[src/rtl/tx_bit_sequencer.sv]
// tx_bit_sequencer
// Drives the 5-bit select of the 32:1 bit mux and serialises the returned bit
// as a framed line: one start bit, NUM_BITS data bits, one stop bit. The select
// is always one bit ahead of the line (prefetch), so the mux path has a full
// bit period to settle before its output is sampled at the next boundary.

module tx_bit_sequencer #(
   parameter int CLKS_PER_BIT = 16,
   parameter int NUM_BITS     = 32,
   parameter int MSB_FIRST    = 0,
   parameter int IDLE_LEVEL   = 1
) (
   input  logic       clk,
   input  logic       rst,
   input  logic       start,
   output logic       ready,
   output logic       busy,
   output logic [4:0] sel,
   input  logic       mux_bit,
   output logic       tx_out,
   output logic       done
);

   typedef enum logic [1:0] {
      IDLE,
      START,
      DATA,
      STOP
   } state_t;

   localparam logic [4:0]  FIRST_IDX  = (MSB_FIRST != 0) ? 5'(NUM_BITS - 1) : 5'd0;
   localparam logic [4:0]  LAST_COUNT = 5'(NUM_BITS - 1);
   localparam logic [15:0] LAST_CLK   = 16'(CLKS_PER_BIT - 1);
   localparam logic        IDLE_BIT   = (IDLE_LEVEL != 0);

   state_t      state;
   logic [15:0] clk_cnt;
   logic [4:0]  bit_cnt;
   logic [4:0]  step_sel;
   logic        at_boundary;

   // Handshake flags follow the state directly so a request can be accepted
   // in the same cycle the sequencer becomes idle.
   assign ready = (state == IDLE);
   assign busy  = (state != IDLE);

   // The index after the current select, in the configured bit order.
   always_comb begin
      step_sel    = (MSB_FIRST != 0) ? (sel - 5'd1) : (sel + 5'd1);
      at_boundary = (clk_cnt == LAST_CLK);
   end

   // Frame sequencer: bit-period timing, select prefetch and line drive.
   always_ff @(posedge clk) begin
      if (rst) begin
         state   <= IDLE;
         tx_out  <= IDLE_BIT;
         sel     <= FIRST_IDX;
         done    <= 1'b0;
         clk_cnt <= 16'd0;
         bit_cnt <= 5'd0;
      end else begin
         done <= 1'b0;
         case (state)
            IDLE: begin
               tx_out  <= IDLE_BIT;
               sel     <= FIRST_IDX;
               clk_cnt <= 16'd0;
               bit_cnt <= 5'd0;
               if (start) begin
                  state  <= START;
                  tx_out <= ~IDLE_BIT;
               end
            end
            START: begin
               if (at_boundary) begin
                  clk_cnt <= 16'd0;
                  state   <= DATA;
                  tx_out  <= mux_bit;
                  bit_cnt <= 5'd0;
                  sel     <= (LAST_COUNT == 5'd0) ? FIRST_IDX : step_sel;
               end else begin
                  clk_cnt <= clk_cnt + 16'd1;
               end
            end
            DATA: begin
               if (at_boundary) begin
                  clk_cnt <= 16'd0;
                  if (bit_cnt == LAST_COUNT) begin
                     state  <= STOP;
                     tx_out <= IDLE_BIT;
                     sel    <= FIRST_IDX;
                  end else begin
                     tx_out  <= mux_bit;
                     bit_cnt <= bit_cnt + 5'd1;
                     sel     <= ((bit_cnt + 5'd1) == LAST_COUNT) ? FIRST_IDX : step_sel;
                  end
               end else begin
                  clk_cnt <= clk_cnt + 16'd1;
               end
            end
            STOP: begin
               if (at_boundary) begin
                  clk_cnt <= 16'd0;
                  state   <= IDLE;
                  done    <= 1'b1;
               end else begin
                  clk_cnt <= clk_cnt + 16'd1;
               end
            end
            default: begin
               state <= IDLE;
            end
         endcase
      end
   end

endmodule

[config.mk]
export PLATFORM = sky130hd
export DESIGN_NAME = tx_bit_sequencer
export DESIGN_NICKNAME = d
export VERILOG_FILES = /design/src/rtl/tx_bit_sequencer.sv
export SDC_FILE = /design/constraint.sdc
export NUM_CORES = 1
export LEC_CHECK = 0
export CORE_UTILIZATION = 31
export DETAILED_ROUTE_END_ITERATION = 8
export SLEW_MARGIN = 20
export SYNTH_ARGS = -nofsm -noshare
export SYNTH_HDL_FRONTEND = slang
export SYNTH_SLANG_ARGS = --single-unit
[constraint.sdc]
create_clock -name clk -period 2.4 [get_ports clk]
set_input_delay 0.48 -clock clk [delete_from_list [all_inputs] [get_ports clk]]
set_output_delay 0.48 -clock clk [all_outputs]
set_load 0.05 [all_outputs]
==> qor.yml, run 1 <==
status: "complete, no violations"
nFillCells: 496
ant_nets: 0
vdd_ir_drop_max_v: 0.000410
min_path_type: "reg2reg"
clock_latency_ps: 280
r2r_end: "sel[2]"
row_count: 25
synth-seq-cells: 30
power_density_nw_per_um2: 913
dp.cells: 249
ys_seq_area_share_pct: 38.3
clk_path_buf_depth: 2
tns_ps: 0
layout_commonest_cell: "dfxtp_1"
post-cts-setup-buffer-count: 0
grt_pass1_vias: 1162
cts_root_buf: "clkbuf_8"
r2r_slack_ps: 380
stdcell_count: 257
finalNetCount: 202
core_area_um2: 4790
cts.sinks: 30
die_area_um2: 5350
drc: 0
cp-end-kind: "output pin"
path_class: "reg2out"
grt_pass1_wl_mm: 5.32
holdPathStages: 1
fmax_ghz: 0.461
yosysWarnings: 0
tightestPinTransition_ps: 504
crit_chain: "inv_1 -> ha_1 -> clkdlybuf4s50_1"
finalSetupViolCount: 0
required_ps: 1920
critical_path.slowest_cell: "clkdlybuf4s50_1"
io_buffers: 12
synth.distinct_cells: 41
final_layout_size_suffix_gt1_share_pct: 14.2
via_count: 1201
pwr-share-seq_pct: 33.2
reg2reg_from: "bit_cnt[0]"
fin_crit_sh_pct: 90.3
start_kind: "flop"
path_max_fanout: 4
switching_share_pct: 39.0
syn-instance-count: 169
firstDrtPassIters: 2
grt_setup_unrepaired: "no"
ff2ff_path_depth: 9
grt_max_degree: 16
start_util_pct: 32.8
hold_start: "clk_cnt[0]"
cts_max_level: 2
io_pins: 13
cts_tree: "done"
first_iter_violations: 61
syn_to_final_growth_pct: 19.8
pwr-share-clk_pct: 24.4
die_h_um: 73.1
cts_buffers: 5
timing.final.crit_period_ps: 2170
max_cap_viol_count: 0
slew_viol_final: 0
dp_hpwl_mm: 2.17
place.gp.congestion: 0.745
track_usage_pct: 13.3
dieWidth_um: 73.1
synth_nets: 182
skew_ps: 1.55
num_antenna_cells: 0
pwr-share-comb_pct: 42.4
wl_per_cell_um: 11.9
crit_start: "state[0]"
via_per_inst: 4.67
finalHoldViolCount: 0
arrival_ps: 1690
grt-ovfl-total: 0
clk_pin_slew_ps: 60
endpoint: "ready"
intPower_uw: 1050
postCtsHoldBufs: 0
crit_path_max_incr_delay_ps: 800
antenna_found_initial: 0
switching_power_uw: 670
post_cts_resized: 0
avgSynthCellArea_um2: 9.28
final_cell_mix: "30 x dfxtp_1, 20 x nor2_1, 15 x nand3_1"
relSlewSlack_pct: 66.3
routed_wirelength_mm: 3.05
leakagePower_uw: 0.000690
syn-cell-area_um2: 1570
through the flow:
stage	total power, µW	cell area (µm²)	utilization (%)	worst slack (ps)	hold slack [ps]
floorplan	1130	1570	-	414	418
global placement	1320	1790	37.4	439	433
detailed placement	1320	1790	37.4	402	443
CTS	1750	1880	39.3	213	452
global route	1840	1880	39.3	159	471
finish	1720	1880	39.3	232	446
worst min path at each step:
| stage | end | slack (ps) |
|---|---|---|
| 3_3_place_gp | clk_cnt[0] | 430 |
| 3_5_place_dp | clk_cnt[0] | 440 |
| 2_1_floorplan | clk_cnt[0] | 420 |
| 5_1_grt | clk_cnt[0] | 470 |
| 4_1_cts | clk_cnt[0] | 450 |
| 6_report | clk_cnt[0] | 450 |
area by class of cell:
type | count | area, µm² | share of cell area, %
inverters | 9 | 33.8 | 1.80
repair buffers | 16 | 148 | 7.86
multi-input cells | 127 | 922 | 49.1
clock buffers | 7 | 86.3 | 4.59
well taps | 67 | 83.8 | 4.46
flip-flops and latches | 30 | 601 | 32.0
clock inverters | 1 | 5.00 | 0.266
worst max-delay path, delay by kind of cell, from the launching register on:
| family | cells | cell delay [ps] |
|---|---|---|
| adder cells (fa/ha/maj) | 1 | 170 |
| flip-flops | 1 | 340 |
| buffers and inverters | 2 | 900 |
flip-flops by register name (all words and copies together), names as in the netlist:
signal / flops
done: 1
sel: 5
bit_cnt: 5
state: 2
clk_cnt: 16
tx_out: 1
power by group through the flow:
stage,Sequential (µW),Clock (µW),Combinational [µW]
finish,569,419,728
global route,574,463,803
CTS,569,440,741
detailed placement,580,0,738
global placement,579,0,741
floorplan,611,0,517
metal layers:
metal	track usage, %	vias to the layer above	wire [µm]
met2	20.9	13	1430
li1	-	639	-
met5	0	-	0
met4	4.79	0	42
met3	4.97	6	116
met1	16.6	543	1460
cells by family (layout without fill, tap and decap cells):
family / after synthesis / count (layout) / synth area share [%]
buf+inv: 12 / 33 / 2.95
compound gates: 25 / 25 / 13.8
mux: 1 / 1 / 0.638
simple gates: 78 / 78 / 29.3
xor+xnor: 14 / 14 / 7.82
flops: 30 / 30 / 38.3
fa+ha+maj: 9 / 9 / 7.18
cells in the mapped netlist (all sizes together):
cell type  count  area (µm²)
nor3b          1        7.51
nor4           3        63.8
and3           5        32.5
dfxtp         30         601
nand3b         1        7.51
ha             9         113
nor3           4        25.0
nand4          6        52.6
a211oi         3        27.5
o31ai          1        12.5
a211o          1        8.76
or3            4        25.0
nand2         13        51.3
and2b          1        7.51
nand2b         2        12.5
nand4b         1        8.76
clkbuf         2        7.51
a22oi          1        7.51
xor2           8        70.1
and4b          1        10.0
nand3         15        75.1
or2            1        6.26
o32ai          3        33.8
a21o           1        8.76
inv            9        33.8
buf            1        5.00
a221oi         2        41.3
mux2i          1        10.0
a21oi          9        56.3
nor2          20        75.1
xnor2          6        52.6
o21ai          4        20.0
No activity file was read; power rests on OpenSTA's default activity.
==> run 2, diff against run 1 <==
--- a/config.mk
+++ b/config.mk
@@ -7,6 +7,7 @@
 export LEC_CHECK = 0
 export CORE_UTILIZATION = 31
 export DETAILED_ROUTE_END_ITERATION = 8
+export HOLD_SLACK_MARGIN = 0.03
 export SLEW_MARGIN = 20
 export SYNTH_ARGS = -nofsm -noshare
 export SYNTH_HDL_FRONTEND = slang
==> results of run 2 <==
Same layout as run 1: the final DEF is identical, and so are final timing and power.
==> run 3, diff against run 2 <==
--- a/config.mk
+++ b/config.mk
@@ -6,6 +6,7 @@
 export NUM_CORES = 1
 export LEC_CHECK = 0
 export CORE_UTILIZATION = 31
+export CTS_CLUSTER_SIZE = 28
 export DETAILED_ROUTE_END_ITERATION = 8
 export HOLD_SLACK_MARGIN = 0.03
 export SLEW_MARGIN = 20
==> constraint.sdc (replaced) <==
create_clock -name clk -period 2.1 [get_ports clk]
set_input_delay 0.42 -clock clk [delete_from_list [all_inputs] [get_ports clk]]
set_output_delay 0.42 -clock clk [all_outputs]
set_load 0.05 [all_outputs]
==> run 3 against run 2 <==
First-iteration DRC count decreased by 26%. Clock skew about the same. Core utilization is 0.44 points higher. Largest power group unchanged. Critical path type is now reg2reg. Non-clock buffer count grew 1. Via count grew 1.7%. Sequential power rose by 14%. Worst setup slack worse by 68 ps. Register-to-register slack worse by 220 ps.
==> qor.yml, run 3 (synthesized netlist as in run 1, its figures left out) <==
row_count: 25
ant_nets: 0
min_path_type: "reg2reg"
grt_pass1_vias: 1223
leakagePower_uw: 0.000696
start_kind: "flop"
cp-end-kind: "flop"
crit_path_max_incr_delay_ps: 390
postCtsHoldBufs: 0
ff2ff_path_depth: 9
start_util_pct: 32.8
crit_start: "bit_cnt[0]"
cts_root_buf: "clkbuf_8"
die_h_um: 73.1
fin_crit_sh_pct: 92.2
cts.sinks: 30
dieWidth_um: 73.1
holdPathStages: 1
timing.final.crit_period_ps: 1940
reg_top3: "clk_cnt: 16 flops, bit_cnt: 5 flops, sel: 5 flops"
via_count: 1222
regMostFlops: "clk_cnt"
firstDrtPassIters: 4
antenna_found_initial: 0
post-cts-setup-buffer-count: 0
die_area_um2: 5350
routed_wirelength_mm: 3.06
required_ps: 2280
reg2reg_from: "bit_cnt[0]"
vdd_ir_drop_max_v: 0.000381
largest_register_ffs: 16
max_cap_viol_count: 0
finalSetupViolCount: 0
multiInputGateArea_um2: 926
clock_latency_ps: 280
arrival_ps: 2110
critical_path.slowest_cell: "dfxtp_1"
dp_hpwl_mm: 2.17
relSlewSlack_pct: 67.2
clk_pin_slew_ps: 60
status: "complete, no violations"
io_buffers: 12
place.gp.congestion: 0.818
post-place-ws_ps: 103
final_cell_mix: "30 x dfxtp_1, 20 x nor2_1, 15 x nand3_1"
grt_setup_unrepaired: "no"
io_pins: 13
via_per_inst: 4.74
r2r_end: "sel[3]"
core_area_um2: 4790
cts_max_level: 2
tns_ps: 0
power_density_nw_per_um2: 1050
endpoint: "sel[3]"
track_usage_pct: 13.4
r2r_slack_ps: 160
drc: 0
first_iter_violations: 45
cts_buffers: 5
path_max_fanout: 7
grt_max_degree: 16
grt-ovfl-total: 0
clk_path_buf_depth: 2
final_layout_size_suffix_gt1_share_pct: 16.2
layout_commonest_cell: "dfxtp_1"
num_antenna_cells: 0
crit_chain: "ha_2 -> and3_1 -> ha_1 -> and2b_2 -> o21ai_1 -> a21oi_1 -> buf_4 -> nand4_1 -> nand3_1"
skew_ps: 1.96
grt_pass1_wl_mm: 5.38
fmax_ghz: 0.516
seq_area_um2: 601
finalNetCount: 203
finalHoldViolCount: 0
nFillCells: 473
syn_to_final_growth_pct: 21.1
post_cts_resized: 0
slew_viol_final: 0
path_class: "reg2reg"
cts_tree: "done"
wl_per_cell_um: 11.8
setup_ws_ps: 163
tightestPinTransition_ps: 490
-- run 3: changes by cell type in the layout (fill, tap and decap cells not counted) --
cell	before	now
ha_1	9	8
clkdlybuf4s50_1	11	10
buf_12	0	1
buf_4	5	6
ha_2	0	1
and2b_2	0	1
and2b_1	1	0
-- run 3: worst min path at each step --
stage | startpoint | end | slack (ps)
floorplan | clk_cnt[0] | clk_cnt[0] | 420
global placement | clk_cnt[0] | clk_cnt[0] | 430
detailed placement | clk_cnt[0] | clk_cnt[0] | 440
CTS | clk_cnt[0] | clk_cnt[0] | 450
global route | clk_cnt[0] | clk_cnt[0] | 470
finish | clk_cnt[0] | clk_cnt[0] | 450
-- run 3: final cells by class --
cell class,count,share of cell area (%)
well taps,67,4.41
clock buffers,7,4.54
clock inverters,1,0.263
flip-flops and latches,30,31.6
multi-input cells,127,48.7
repair buffers,17,8.69
inverters,9,1.78
-- run 3: per-layer routing --
layer | vias up | GRT usage, % | share of wire [%]
met4 | 0 | 4.79 | 1.3
met1 | 565 | 15.2 | 47
met3 | 5 | 5.39 | 3.8
met5 | - | 0 | 0
li1 | 636 | - | -
met2 | 16 | 22.5 | 48
-- run 3: stage by stage --
stage / hold slack [ps] / instance area (µm²) / power [µW] / instances / utilization, %
2_1_floorplan: 418 / 1570 / 1290 / 169 / -
3_3_place_gp: 432 / 1810 / 1530 / 250 / 37.7
3_5_place_dp: 438 / 1810 / 1530 / 250 / 37.7
4_1_cts: 453 / 1900 / 2020 / 258 / 39.6
5_1_grt: 466 / 1900 / 2140 / 258 / 39.7
6_report: 447 / 1900 / 2000 / 258 / 39.7
-- run 3: where the power goes --
part	leakage (µW)	internal [µW]	switching (µW)	total, µW
Sequential	0.000242	613	38.0	651
Clock	0.0000482	264	223	487
Combinational	0.000405	344	518	861
-- run 3: worst max-delay path, delay by kind of cell (launching register included) --
kind	cells	cell delay, ps
buf+inv	1	170
fa+ha+maj	2	440
simple gates	4	610
flops	1	390
compound gates	2	230
